<file path="src/rtl/sps_burst_ctrl.sv">
// sps_burst_ctrl: start-triggered pulse-train sequencer (pre-delay, N pulses of width W, gaps G)
// with abort, done and completed-pulse count; all outputs registered.
module sps_burst_ctrl #(
    parameter int CNT_W = 16
) (
    input  logic             clk,
    input  logic             rst,
    input  logic             start,
    input  logic             abort,
    input  logic [CNT_W-1:0] burst_len,
    input  logic [CNT_W-1:0] pulse_width,
    input  logic [CNT_W-1:0] gap_width,
    input  logic [CNT_W-1:0] pre_delay,
    output logic             pulse_out,
    output logic             busy,
    output logic             done,
    output logic             aborted,
    output logic [CNT_W-1:0] pulse_cnt
);
    typedef enum logic [1:0] {IDLE, PRE, HIGH, LOW} state_t;
    localparam logic [CNT_W-1:0] ONE = CNT_W'(1);
    state_t st, nst;
    logic [CNT_W-1:0] cnt, cnt_n, n_q, w_q, g_q, n_n, w_n, g_n, pcnt_n;
    logic accept, phase_end, last, pulse_n, busy_n, done_n, aborted_n;
    assign accept    = st == IDLE && start && !abort;
    assign phase_end = cnt == ONE;
    // widened compare so pulse_cnt+1 cannot wrap at the maximum burst length
    assign last      = {1'b0, pulse_cnt} + (CNT_W+1)'(1) >= {1'b0, n_q};
    always_ff @(posedge clk or posedge rst) begin
        if (rst) begin
            st        <= IDLE;
            cnt       <= '0;
            n_q       <= '0;
            w_q       <= '0;
            g_q       <= '0;
            pulse_cnt <= '0;
            pulse_out <= 1'b0;
            busy      <= 1'b0;
            done      <= 1'b0;
            aborted   <= 1'b0;
        end else begin
            st        <= nst;
            cnt       <= cnt_n;
            n_q       <= n_n;
            w_q       <= w_n;
            g_q       <= g_n;
            pulse_cnt <= pcnt_n;
            pulse_out <= pulse_n;
            busy      <= busy_n;
            done      <= done_n;
            aborted   <= aborted_n;
        end
    end
    always_comb begin
        nst = st;
        if (st != IDLE && abort) nst = IDLE;
        else if (accept) nst = burst_len == '0 ? IDLE : pre_delay == '0 ? HIGH : PRE;
        else if (phase_end) nst = st == HIGH ? (last ? IDLE : LOW) : HIGH;
    end
    // cnt holds the cycles remaining in the current phase, loaded on each phase entry
    always_comb begin
        n_n       = accept ? burst_len : n_q;
        w_n       = accept ? (pulse_width == '0 ? ONE : pulse_width) : w_q;
        g_n       = accept ? (gap_width == '0 ? ONE : gap_width) : g_q;
        cnt_n     = nst == IDLE ? '0 : nst != st ? (nst == PRE ? pre_delay : nst == HIGH ? w_n : g_q) : cnt - ONE;
        pcnt_n    = accept ? '0 : (st == HIGH && !abort && phase_end) ? pulse_cnt + ONE : pulse_cnt;
        pulse_n   = nst == HIGH;
        busy_n    = nst != IDLE;
        done_n    = (accept && burst_len == '0) || (st == HIGH && !abort && phase_end && last);
        aborted_n = st != IDLE && abort;
    end
endmodule

</file>
<file path="config.mk">
export PLATFORM = sky130hd
export DESIGN_NAME = sps_burst_ctrl
export DESIGN_NICKNAME = d
export VERILOG_FILES = /design/src/rtl/sps_burst_ctrl.sv
export SDC_FILE = /design/constraint.sdc
export NUM_CORES = 1
export LEC_CHECK = 0
export ABC_AREA = 1
export BUFFER_PORTS_ARGS = -buffer_cell sky130_fd_sc_hd__buf_4
export CAP_MARGIN = 0
export CORE_MARGIN = 4
export CORE_UTILIZATION = 55
export DETAILED_ROUTE_END_ITERATION = 8
export HOLD_SLACK_MARGIN = 0.12
export MAX_ROUTING_LAYER = met4
export PLACE_DENSITY = 0.78
export SLEW_MARGIN = 20
export SYNTH_ARGS = -nofsm -noshare
export SYNTH_HDL_FRONTEND = slang
export SYNTH_SLANG_ARGS = --single-unit
export TNS_END_PERCENT = 50
</file>
<file path="constraint.sdc">
create_clock -name clk -period 6.85 [get_ports clk]
set_input_delay 0.3425 -clock clk [delete_from_list [all_inputs] [get_ports clk]]
set_output_delay 0.3425 -clock clk [all_outputs]
set_load 0.02 [all_outputs]
</file>
; Word level (Yosys, flattened, before mapping)
; Cells that the tools add are included.
[word_totals]
regBits = 86
out_inout_bits = 20
[classes]
addsub = 3
n_lt_le_gt_ge = 1
n_eq_ne = 5
mux = 16
n_reduce_logical = 18
[ops]
columns = cell, n
row1 = $mux 16, 9
row2 = $logic_not 16->1, 4
row3 = $add 16x1->17 const B, 1
row4 = $ge 17x16->1, 1
row5 = $add 16x1->16 const B, 1
row6 = $eq 16x1->1 const B, 1
row7 = $sub 16x1->16 const B, 1
row8 = $mux 2, 7
row9 = $logic_and 1x1->1, 7
row10 = $reduce_bool 2->1, 3
row11 = $eq 2x2->1 const B, 2
row12 = $logic_not 2->1, 2
row13 = $eq 2x1->1 const B, 1
row14 = $ne 2x2->1, 1
row15 = $logic_not 1->1, 1
row16 = $logic_or 1x1->1, 1

; Depth between registers and ports, before layout
; Gate-level depths: netlist (run 1).
[depth]
depth_word = 12
depth_mapped = 29

; Least setup slack after synthesis (run 1)
; No wires, ideal clock.
[synth_timing]
kind = register to register
start = reg pulse_cnt[0]
end = reg cnt[10]
arrival_time_ns = 3.235
t_required_ns = 6.728
slack_ns = 3.494
stages_incl_launch_ff = 27
path_buffers = 1
period_less_slack_ns = 3.356
cell_sequence = dfrtp_1 -> inv_1 -> nor3_1 -> nand3_1 -> nor2_1 -> nand4_1 -> nor2_1 -> nand2_1 -> xor2_1 -> inv_1 -> ha_1 -> nand2_1 -> inv_1 -> nand2_1 -> nor2_1 -> nand2_1 -> nand3_1 -> nand2_1 -> nand4_1 -> nand3_2 -> nand2_4 -> nand2_1 -> nand2_1 -> nand2_4 -> buf_6 -> o21ai_1 -> a21oi_2
[synth_between]
elab_chain_cells = 12
elab_cells_between_ends = 15
cone_classes = add/sub (1) / order compare (1) / eq/ne (3) / mux (9) / reduce/logical (1)
[synth_lines]
columns = item, line
row1 = "start, declared", 18  ; output logic [CNT_W-1:0] pulse_cnt
row2 = "start signal, assigned", 47  ; pulse_cnt <= pcnt_n;
row3 = $add 16x1->17 *, 28  ; assign last = {1'b0, pulse_cnt} + (CNT_W+1)'(1) >= {1'b0, n_q};
row4 = $ge 17x16->1 *, 28
row5 = $mux 2 * (3 in a row), 58  ; else if (phase_end) nst = st == HIGH ? (last ? IDLE : LOW) : HIGH;
row6 = $mux 2 *, 57  ; else if (accept) nst = burst_len == '0 ? IDLE : pre_delay == '0 ? HIGH : PRE;
row7 = $mux 2 *, 56  ; if (st != IDLE && abort) nst = IDLE;
row8 = $eq 2x2->1, 65  ; cnt_n = nst == IDLE ? '0 : nst != st ? (nst == PRE ? pre_delay : nst == HIGH ? w_n : g_q) : cnt - ONE;
row9 = $mux 16 (3 in a row), 65
row10 = $mux 16 *, 65
row11 = via cnt_n[10], 23  ; logic [CNT_W-1:0] cnt, cnt_n, n_q, w_q, g_q, n_n, w_n, g_n, pcnt_n;
row12 = "end signal, assigned", 43  ; cnt <= cnt_n;
row13 = "end, declared", 23
; The timed path passes the listed nets; every way through them passes the cells marked *.
; A chain may end at the register's enable or synchronous reset.

; Final worst setup path (run 1)
[layout_timing]
start = reg pulse_cnt[0]
end = reg cnt[1]
; Same word-level chain as after synthesis.

==> results of run 1 <==
placed cells by master, fill, tap and decap left out, drive strengths merged, types with 3 or more instances in the layout:
master  netlist  layout
o21ai        70      70
o22ai         3       3
bufinv        0       3
inv         121     123
nand4         9       9
nand3        43      43
dfrtp        86      86
nand2       187     187
xnor2         6       6
nor3          4       4
a21oi        21      21
clkinv        2       4
clkbuf        7       9
buf          13      88
nor2         40      40
xor2         22      22
nor4         15      15
ha           19      19
critical path: cells and delay by family, from the launching register on:
kind / cells / cell delay, ns
buffers and inverters: 4 / 0.32
adders and majority gates: 1 / 0.27
AOI/OAI and AO/OA: 1 / 0.05
xor gates and xnor gates: 1 / 0.17
DFF: 1 / 0.42
and+or+nand+nor: 21 / 2.49
per-stage QoR:
stage | total power, mW | setup slack (ns) | std cells | instance area (um^2)
after global placement | 1.84 | 3.21 | 853 | 5850
after CTS | 2.33 | 3.08 | 870 | 6110
after global routing | 2.52 | 2.57 | 870 | 6110
final | 2.33 | 3.00 | 870 | 6110
after detailed placement | 1.87 | 3.10 | 853 | 5850
after floorplan | 1.64 | 3.49 | 674 | 5170
worst max-delay path by stage:
stage,slack [ns],cells after the start,endpoint,startpoint
after CTS,3.08,28,cnt[1]$_DFF_PP0_,pulse_cnt[0]$_DFFE_PP0P_
after detailed placement,3.10,27,cnt[15]$_DFF_PP0_,pulse_cnt[0]$_DFFE_PP0P_
after global placement,3.21,27,cnt[1]$_DFF_PP0_,pulse_cnt[0]$_DFFE_PP0P_
final,3.00,28,cnt[1]$_DFF_PP0_,pulse_cnt[0]$_DFFE_PP0P_
after global routing,2.57,26,cnt[15]$_DFF_PP0_,pulse_cnt[0]$_DFFE_PP0P_
after floorplan,3.49,26,cnt[10]$_DFF_PP0_,pulse_cnt[0]$_DFFE_PP0P_
registers in the layout (all words and copies together) (netlist names):
register,count
cnt,16
g_q,16
n_q,16
pulse_cnt,16
w_q,16
st,2
aborted,1
busy,1
done,1
pulse_out,1
layout make-up:
cell class | count | area share (%)
repair buffers | 89 | 11.0
clock inverters | 7 | 2.09
clock buffers | 9 | 2.03
flip-flops and latches | 86 | 35.2
inverters | 123 | 7.70
multi-input cells | 445 | 39.7
well taps | 111 | 2.27
metal layers:
metal	wire [um]	part of all wire [%]	vias up	track usage (%)
li1	-	-	2288	-
met1	6100	48	2172	36.1
met2	5960	47	129	36.4
met3	547	4.3	16	3.27
met4	177	1.4	0	7.12
met5	0	0	-	-
cell families (layout without fill, tap and decap cells):
group                      count (synthesis)  in the layout
and+or+nand+nor                          301            301
DFF                                       86             86
xor gates and xnor gates                  28             28
AOI/OAI and AO/OA                         97             97
buffers and inverters                    143            228
adders and majority gates                 19             19
where the power goes:
group / internal [mW] / switching [mW] / total [mW]
clock: 0.248 / 0.199 / 0.447
combinational: 0.371 / 0.738 / 1.11
sequential: 0.694 / 0.0799 / 0.773
==> impl_metrics.env, run 1 <==
export IMPL_report_final_slew_viol_count=0
export IMPL_worst_slew_pin_slew_ns=0.887
export IMPL_critPathMaxFanout=30
export IMPL_antenna_violations_before_repair=0
export IMPL_ant_nets=0
export IMPL_timing_final_setup_violations=0
export IMPL_die_area_um2=11000
export IMPL_number_of_buffers_created_by_cts=9
export IMPL_syn2layout_area_growth_pct=18.2
export IMPL_grt_pass1_wl_um=21600
export IMPL_worstReg2RegStart="pulse_cnt[0]$_DFFE_PP0P_"
export IMPL_synth_cell_area_um2=5170
export IMPL_required_ns=7.10
export IMPL_synthXorXnorAreaFrac_pct=4.74
export IMPL_cell_seen_most_often_among_critical_path_stages="nand2_1"
export IMPL_fin_worst_skew_ns=0.0131
export IMPL_synth_seq_area_share_pct=41.6
export IMPL_routedWlPerCell_um=14.7
export IMPL_setup_tns_final_ns=0
export IMPL_dominant_combinational_cell_family_by_area_after_synthesis="simple AND/OR/NAND/NOR gates"
export IMPL_share_of_layout_cells_above_drive_strength_1_pct=19.6
export IMPL_synth_mux_area_share_pct=0
export IMPL_timing_worst_setup_path_type="flip-flop to flip-flop"
export IMPL_fmax_mhz=260
export IMPL_synth_edf_count=0
export IMPL_cell_types_with_the_largest_area_share_after_synthesis="dfrtp_1 (42%), nand2_1 (13%), inv_1 (8.5%)"
export IMPL_worst_hold_endpoint="n_q[7]$_DFFE_PP0P_"
export IMPL_floorplan_initialDensity_pct=56.2
export IMPL_synthesis_area_per_instance_um2=7.67
export IMPL_cts_tree="built"
export IMPL_worst_ir_drop_vdd_v=0.000184
export IMPL_worst_r2r_endpoint="cnt[1]$_DFF_PP0_"
export IMPL_power_leakage_nw=3.26
export IMPL_combined_area_of_the_multi_input_logic_cells_um2=2430
export IMPL_cp_end_kind="flip-flop"
export IMPL_outcome="complete, no violations"
export IMPL_regToRegSetupSlack_ns=3.00
export IMPL_async_flop_share_pct=100
export IMPL_i_o_pin_total=88
export IMPL_fp_row_count=35
export IMPL_min_delay_path_class="input port to flip-flop"
export IMPL_cts_root_buf="clkbuf_8"
export IMPL_cp_start_kind="flip-flop"
export IMPL_critical_path_slowest_cell="dfrtp_1"
export IMPL_dr_pass1_iters=5
export IMPL_synth_largest_area_cell="dfrtp_1"
export IMPL_grt_start_max_net_pins=67
export IMPL_nNetsFinal=841
export IMPL_clock_tree_buffer_depth=2
export IMPL_number_of_nets_in_the_synthesized_netlist=761
export IMPL_worst_slew_margin_rel_pct=40.8
export IMPL_final_hold_violation_count=0
export IMPL_cts_hold_buffers=1
export IMPL_yosysWarnings=0
export IMPL_critical_path_max_stage_delay_ns=0.42
export IMPL_clkLatencyLatePin_ns=0.36
export IMPL_path_clk_slew_ns=0.10
export IMPL_pwr_density_cell_nw_per_um2=381
export IMPL_post_route_util_pct=66.4
export IMPL_routed_wire_length_um=12800
export IMPL_final_fill_count=765
export IMPL_global_route_overflow_total=0
export IMPL_worst_r2r_path_depth=28
export IMPL_fin_hold_ws_ns=0.194
export IMPL_netlist_top_cells_count="nand2_1 (176), inv_1 (117), dfrtp_1 (86)"
export IMPL_post_synth_num_cell_types=35
export IMPL_antenna_diode_count=0
export IMPL_gp_congestion=0.924
export IMPL_drt_initial_drc_count=339
export IMPL_synth_seq_cells=86
export IMPL_post_cts_resized_instances=0
export IMPL_timing_max_cap_violations=0
export IMPL_dpl_hpwl_um=9840
export IMPL_die_h_um=105
export IMPL_synthSimpleGateAreaFrac_pct=26.8
export IMPL_remaining_drc_errors=0
export IMPL_cts_sinks=86
export IMPL_hold_path_startpoint="burst_len[7]"
export IMPL_post_synth_top_count_cell="nand2_1"
export IMPL_critical_path_arrival_ns=4.10
export IMPL_compound_gate_fraction_of_synth_area_pct=10.7
export IMPL_worst_hold_path_num_cells=3
export IMPL_vias=4605
export IMPL_grt_setup_unrepaired="no"
export IMPL_h_tree_depth=3
export IMPL_yosys_area_share_adder_pct=4.60
export IMPL_die_width_um=105
export IMPL_min_period_over_period_pct=56.2
export IMPL_grt_pass1_vias=4459
export IMPL_period_minus_slack_ns=3.85
export IMPL_drt_vias_per_instance=5.29
export IMPL_globalRouteTotalUtil_pct=24.8
export IMPL_core_area_um2=9200
export IMPL_layout_area_seq_um2=2150
export IMPL_yosys_most_used_dff="dfrtp_1"
export IMPL_syn_inst=674
export IMPL_place_port_buffers=87
export IMPL_synth_top_cell_area_share_pct=41.6
export IMPL_cts_setup_buffers=0
Power figures use the tool's default switching activity.
==> run 2, diff against run 1 <==
--- a/config.mk
+++ b/config.mk
@@ -5,15 +5,15 @@
 export SDC_FILE = /design/constraint.sdc
 export NUM_CORES = 1
 export LEC_CHECK = 0
-export ABC_AREA = 1
+export ABC_AREA = 0
 export BUFFER_PORTS_ARGS = -buffer_cell sky130_fd_sc_hd__buf_4
 export CAP_MARGIN = 0
 export CORE_MARGIN = 4
-export CORE_UTILIZATION = 55
+export CORE_UTILIZATION = 51
 export DETAILED_ROUTE_END_ITERATION = 8
 export HOLD_SLACK_MARGIN = 0.12
 export MAX_ROUTING_LAYER = met4
-export PLACE_DENSITY = 0.78
+export PLACE_DENSITY = 0.77
 export SLEW_MARGIN = 20
 export SYNTH_ARGS = -nofsm -noshare
 export SYNTH_HDL_FRONTEND = slang
==> constraint.sdc (replaced) <==
create_clock -name clk -period 3.3 [get_ports clk]
set_input_delay 0.165 -clock clk [delete_from_list [all_inputs] [get_ports clk]]
set_output_delay 0.165 -clock clk [all_outputs]
set_load 0.02 [all_outputs]
==> impl_metrics.env, run 2 <==
export IMPL_outcome="finished, violations left"
export IMPL_violations="negative setup slack"
export IMPL_global_route_overflow_total=0
export IMPL_yosysWarnings=0
export IMPL_netlist_top_cells_count="nand2_1 (150), dfrtp_1 (86), o21ai_0 (50)"
export IMPL_required_ns=3.53
export IMPL_worst_hold_path_num_cells=3
export IMPL_antenna_diode_count=0
export IMPL_yosys_most_used_dff="dfrtp_1"
export IMPL_number_of_buffers_created_by_cts=9
export IMPL_cp_end_kind="flip-flop"
export IMPL_drt_initial_drc_count=373
export IMPL_worst_slew_margin_rel_pct=48.4
export IMPL_most_common_cell_after_layout_fill_and_taps_aside="nand2_1"
export IMPL_vias=4756
export IMPL_post_synth_num_cell_types=64
export IMPL_cp_start_kind="flip-flop"
export IMPL_grt_setup_unrepaired="yes"
export IMPL_remaining_drc_errors=0
export IMPL_report_final_slew_viol_count=0
export IMPL_post_route_util_pct=75.2
export IMPL_die_width_um=105
export IMPL_synth_largest_area_cell="dfrtp_1"
export IMPL_syn_inst=541
export IMPL_gp_congestion=0.948
export IMPL_share_of_layout_cells_above_drive_strength_1_pct=30.1
export IMPL_synth_seq_cells=86
export IMPL_clock_tree_buffer_depth=2
export IMPL_clkLatencyLatePin_ns=0.36
export IMPL_synthesis_area_per_instance_um2=8.91
export IMPL_worst_hold_endpoint="cnt[2]$_DFF_PP0_"
export IMPL_async_flop_share_pct=100
export IMPL_critPathMaxFanout=8
export IMPL_final_hold_violation_count=0
export IMPL_timing_startpoint_of_the_critical_path="pulse_cnt[0]$_DFFE_PP0P_"
export IMPL_syn2layout_area_growth_pct=44.1
export IMPL_fin_worst_skew_ns=0.0156
export IMPL_min_delay_path_class="input port to flip-flop"
export IMPL_worst_r2r_path_depth=15
export IMPL_cts_tree="built"
export IMPL_synth_cell_area_um2=4820
export IMPL_synth_edf_count=0
export IMPL_die_area_um2=11100
export IMPL_grt_pass1_vias=4808
export IMPL_layoutNonFillerInstCount=864
export IMPL_period_minus_slack_ns=3.70
export IMPL_routed_wire_length_um=15400
export IMPL_grt_start_max_net_pins=63
export IMPL_globalRouteTotalUtil_pct=28.8
export IMPL_hold_path_startpoint="pre_delay[2]"
export IMPL_post_place_cells=788
export IMPL_post_synth_top_count_cell="nand2_1"
export IMPL_cell_types_with_the_largest_area_share_after_synthesis="dfrtp_1 (45%), nand2_1 (12%), o21ai_0 (5.2%)"
export IMPL_timing_final_setup_violations=18
export IMPL_min_period_over_period_pct=112
export IMPL_core_area_um2=9240
export IMPL_dpl_hpwl_um=11000
export IMPL_worst_slew_pin_slew_ns=0.774
export IMPL_worst_r2r_endpoint="cnt[10]$_DFF_PP0_"
export IMPL_place_port_buffers=87
export IMPL_worstReg2RegStart="pulse_cnt[0]$_DFFE_PP0P_"
export IMPL_final_setup_worst_slack_ns=-0.404
export IMPL_routedWlPerCell_um=17.8
export IMPL_floorplan_initialDensity_pct=52.2
export IMPL_fin_hold_ws_ns=0.145
export IMPL_critical_path_arrival_ns=3.94
export IMPL_fp_row_count=35
export IMPL_i_o_pin_total=88
export IMPL_fmax_mhz=270
export IMPL_power_leakage_nw=3.42
export IMPL_mostFrequentLayoutCells="nand2_1 (149), buf_4 (137), dfrtp_1 (80)"
export IMPL_h_tree_depth=3
export IMPL_antenna_violations_before_repair=0
export IMPL_worst_ir_drop_vdd_v=0.000378
export IMPL_dr_pass1_iters=5
export IMPL_synth_seq_area_share_pct=44.6
export IMPL_timing_max_cap_violations=0
export IMPL_regToRegSetupSlack_ns=-0.40
export IMPL_ant_nets=0
export IMPL_cts_root_buf="clkbuf_8"
export IMPL_drt_vias_per_instance=5.50
export IMPL_nNetsFinal=817
export IMPL_grt_pass1_wl_um=24500
export IMPL_pwr_density_cell_nw_per_um2=710
export IMPL_cts_sinks=86
export IMPL_number_of_nets_in_the_synthesized_netlist=628
export IMPL_die_h_um=105
export IMPL_synth_top_cell_area_share_pct=44.6
export IMPL_path_clk_slew_ns=0.10
export IMPL_timing_worst_setup_path_type="flip-flop to flip-flop"
[run 2: cell types whose count changed after synthesis, sizes merged, moves of 7 or more]
cell    delta
o21ai     -19
nand3     -25
mux2i      +8
and3      +10
nand2     -36
xnor2     +10
inv       -96
a21oi      -9
xor2      -11
nor2      -22
a222oi     +7
[run 2: what timing repair did]
item,in CTS,in global routing
pin swaps,11,14
endpoints found under the hold margin,109,0
cloned,1,1
setup buffers,6,3
gates resized for setup,19,27
endpoints found under the setup margin,18,20
hold buffers,49,0
[run 2: how the worst max path moves through the flow]
stage,slack [ns],end,depth (start not counted)
after global routing,-0.52,cnt[8]$_DFF_PP0_,16
after CTS,-0.37,cnt[10]$_DFF_PP0_,16
final,-0.40,cnt[10]$_DFF_PP0_,15
after detailed placement,-0.60,cnt[10]$_DFF_PP0_,15
after global placement,-0.46,cnt[11]$_DFF_PP0_,15
after floorplan,-0.24,cnt[11]$_DFF_PP0_,16
[run 2: cells by family after synthesis]
logic type      synth area share [%]
compound gates                  14.4
xor+xnor                        4.91
mux                             2.36
simple gates                    24.5
buf+inv                         4.28
flops                           44.6
fa+ha+maj                       4.93
[run 2: through the flow]
| stage | power (mW) | cell area, um^2 | TNS (ns) | setup slack [ns] |
|---|---|---|---|---|
| finish | 4.93 | 6950 | -6.10 | -0.404 |
| global route | 5.24 | 6950 | -7.81 | -0.523 |
| CTS | 4.75 | 6810 | -5.67 | -0.368 |
| detailed placement | 3.79 | 6010 | -8.35 | -0.595 |
| global placement | 3.73 | 6010 | -6.54 | -0.461 |
| floorplan | 3.04 | 4860 | -3.34 | -0.240 |
[run 2: area by class of cell]
type	instances	area, um^2
multi-input cells	407	2630
fillers	636	2290
flip-flops and latches	86	2160
repair buffers	201	1700
well taps	129	161
clock buffers	9	124
inverters	25	104
clock inverters	7	77.6
[run 2: power by group]
| part | internal [mW] | switching (mW) | total (mW) |
|---|---|---|---|
| Clock | 0.360 | 0.423 | 0.783 |
| Sequential | 1.45 | 0.270 | 1.72 |
| Combinational | 1.10 | 1.32 | 2.43 |
[run 2: critical path: stages (launching register included)]
cell	delay [ns]
dfrtp_2	0.42
and3_4	0.18
and3_4	0.17
and2_4	0.17
and3_4	0.17
and3_4	0.18
xor2_2	0.15
ha_1	0.32
nand3_2	0.07
or4_1	0.41
a31o_1	0.24
and4_4	0.18
o21a_1	0.19
o21a_4	0.25
buf_6	0.14
a222oi_1	0.35
[run 2: metal layers]
metal	GRT usage, %	share of wire (%)	routed length (um)
met3	3.49	6.4	989
met2	44.7	46	7070
met4	5.62	1.2	178
met5	-	0	0
met1	41.3	46	7110
==> run 3, diff against run 2 <==
--- a/config.mk
+++ b/config.mk
@@ -10,6 +10,7 @@
 export CAP_MARGIN = 0
 export CORE_MARGIN = 4
 export CORE_UTILIZATION = 51
+export CTS_CLUSTER_DIAMETER = 60
 export DETAILED_ROUTE_END_ITERATION = 8
 export HOLD_SLACK_MARGIN = 0.12
 export MAX_ROUTING_LAYER = met4
==> constraint.sdc (replaced) <==
create_clock -name clk -period 3.4 [get_ports clk]
set_input_delay 0.17 -clock clk [delete_from_list [all_inputs] [get_ports clk]]
set_output_delay 0.17 -clock clk [all_outputs]
set_load 0.02 [all_outputs]
==> impl_metrics.env, run 3 (synthesis results as in run 2) <==
export IMPL_outcome="finished, violations left"
export IMPL_violations="negative setup slack"
export IMPL_share_of_layout_cells_above_drive_strength_1_pct=30.1
export IMPL_floorplan_initialDensity_pct=52.2
export IMPL_timing_max_cap_violations=0
export IMPL_cp_end_kind="flip-flop"
export IMPL_report_final_slew_viol_count=0
export IMPL_cts_root_buf="clkbuf_8"
export IMPL_path_clk_slew_ns=0.10
export IMPL_min_period_over_period_pct=110
export IMPL_ant_nets=0
export IMPL_place_port_buffers=87
export IMPL_grt_start_max_net_pins=37
export IMPL_i_o_pin_total=88
export IMPL_final_setup_worst_slack_ns=-0.351
export IMPL_clock_tree_buffer_depth=2
export IMPL_cts_tree="built"
export IMPL_most_common_cell_after_layout_fill_and_taps_aside="nand2_1"
export IMPL_critical_path_arrival_ns=4.00
export IMPL_min_delay_path_class="input port to flip-flop"
export IMPL_grt_setup_unrepaired="yes"
export IMPL_final_hold_violation_count=0
export IMPL_gp_congestion=0.920
export IMPL_worst_hold_path_num_cells=3
export IMPL_vias=4844
export IMPL_period_minus_slack_ns=3.75
export IMPL_worstPathCellList="and3_4, and3_4, and2_4, and3_4, and3_4, xor2_2, ha_1, nand3_2, or4_1, a31o_1, and4_4, o31ai_4, buf_4, o21a_4, nor2_4, a222oi_1"
export IMPL_grt_pass1_vias=4939
export IMPL_routed_wire_length_um=15400
export IMPL_antenna_violations_before_repair=0
export IMPL_h_tree_depth=3
export IMPL_critical_path_max_stage_delay_ns=0.42
export IMPL_core_area_um2=9240
export IMPL_remaining_drc_errors=0
export IMPL_fp_row_count=35
export IMPL_final_fill_count=636
export IMPL_fin_worst_skew_ns=0.0106
export IMPL_die_area_um2=11100
export IMPL_worst_slew_pin_slew_ns=0.533
export IMPL_timing_final_setup_violations=18
export IMPL_drt_initial_drc_count=377
export IMPL_required_ns=3.65
export IMPL_post_place_cells=783
export IMPL_grt_pass1_wl_um=24900
export IMPL_worst_r2r_path_depth=16
export IMPL_clkLatencyLatePin_ns=0.36
export IMPL_dr_pass1_iters=5
export IMPL_cp_start_kind="flip-flop"
export IMPL_worst_slew_margin_rel_pct=64.3
export IMPL_crit_buf_inv=1
export IMPL_routedWlPerCell_um=17.8
export IMPL_critical_path_slowest_cell="dfrtp_2"
export IMPL_pwr_density_cell_nw_per_um2=693
export IMPL_global_route_overflow_total=0
export IMPL_globalRouteTotalUtil_pct=29.1
export IMPL_cell_seen_most_often_among_critical_path_stages="and3_4"
export IMPL_crit_cells=16
export IMPL_critical_path_top_delay_family="simple AND/OR/NAND/NOR gates"
export IMPL_timing_worst_setup_path_type="flip-flop to flip-flop"
export IMPL_drt_vias_per_instance=5.61
export IMPL_dpl_hpwl_um=11000
export IMPL_mostFrequentLayoutCells="nand2_1 (148), buf_4 (142), dfrtp_1 (80)"
export IMPL_nNetsFinal=817
export IMPL_syn2layout_area_growth_pct=43.6
export IMPL_layoutNonFillerInstCount=864
export IMPL_cts_sinks=86
export IMPL_number_of_buffers_created_by_cts=9
export IMPL_die_h_um=105
export IMPL_antenna_diode_count=0
export IMPL_die_width_um=105
export IMPL_worst_ir_drop_vdd_v=0.000376
export IMPL_fin_hold_ws_ns=0.143
export IMPL_critPathMaxFanout=7
export IMPL_fmax_mhz=267
export IMPL_power_leakage_nw=3.39
[run 3: worst paths after layout]
kind,start,endpoint,slack [ns]
worst max-delay path,pulse_cnt[1]$_DFFE_PP0P_,cnt[2]$_DFF_PP0_,-0.35
worst min-delay path,pre_delay[13],cnt[13]$_DFF_PP0_,0.14
worst max register to register,pulse_cnt[1]$_DFFE_PP0P_,cnt[2]$_DFF_PP0_,-0.35
worst min register to register,w_q[12]$_DFF_PP0_,w_q[12]$_DFF_PP0_,0.48
max in group asynchronous,rst,cnt[4]$_DFF_PP0_,2.26
min in group asynchronous,rst,n_q[4]$_DFFE_PP0P_,0.36
[run 3: timing repair]
action | CTS | global route
pin swaps | 14 | 6
cloned | 1 | 0
hold endpoints to repair | 70 | 0
resized for setup | 35 | 5
endpoints found under the setup margin | 18 | 19
setup buffers | 13 | 3
hold buffers | 48 | 0
[run 3: area by class of cell]
type / count / area, um^2 / share of cell area, %
Clock inverter: 6 / 70.1 / 1.01
Inverter: 25 / 103 / 1.48
Timing Repair Buffer: 200 / 1680 / 24.3
Sequential cell: 86 / 2160 / 31.2
Tap cell: 129 / 161 / 2.33
Multi-Input combinational cell: 408 / 2610 / 37.7
Clock buffer: 10 / 138 / 1.99
[run 3: power breakdown]
part / internal [mW] / switching [mW] / leakage [nW]
Combinational: 1.07 / 1.28 / 2.20
Sequential: 1.41 / 0.275 / 1.09
Clock: 0.363 / 0.397 / 0.0951
Total: 2.84 / 1.95 / 3.39
[run 3: routing by layer]
metal	wire length [um]	track usage, %	share of wire [%]
met5	0	-	0
met3	1170	3.92	7.6
met4	314	8.34	2.0
met2	7360	46.4	48
met1	6590	39.3	43
[run 3: metrics by stage]
| stage | worst slack (ns) | area, um^2 | utilization (%) | TNS [ns] | power, mW |
|---|---|---|---|---|---|
| floorplan | -0.140 | 4860 | - | -1.73 | 2.95 |
| global placement | -0.348 | 5970 | 64.6 | -4.57 | 3.56 |
| detailed placement | -0.503 | 5970 | 64.6 | -6.69 | 3.64 |
| CTS | -0.286 | 6890 | 74.5 | -3.89 | 4.70 |
| global route | -0.451 | 6920 | 74.9 | -6.57 | 5.08 |
| finish | -0.351 | 6920 | 74.9 | -4.35 | 4.80 |
[run 3: worst reg2reg max path, stage by stage (launching register included)]
cell and delay [ns]:
dfrtp_2 0.42, and3_4 0.18, and3_4 0.17, and2_4 0.17
and3_4 0.17, and3_4 0.18, xor2_2 0.14, ha_1 0.31
nand3_2 0.08, or4_1 0.41, a31o_1 0.24, and4_4 0.20
o31ai_4 0.22, buf_4 0.17, o21a_4 0.15, nor2_4 0.07
a222oi_1 0.36
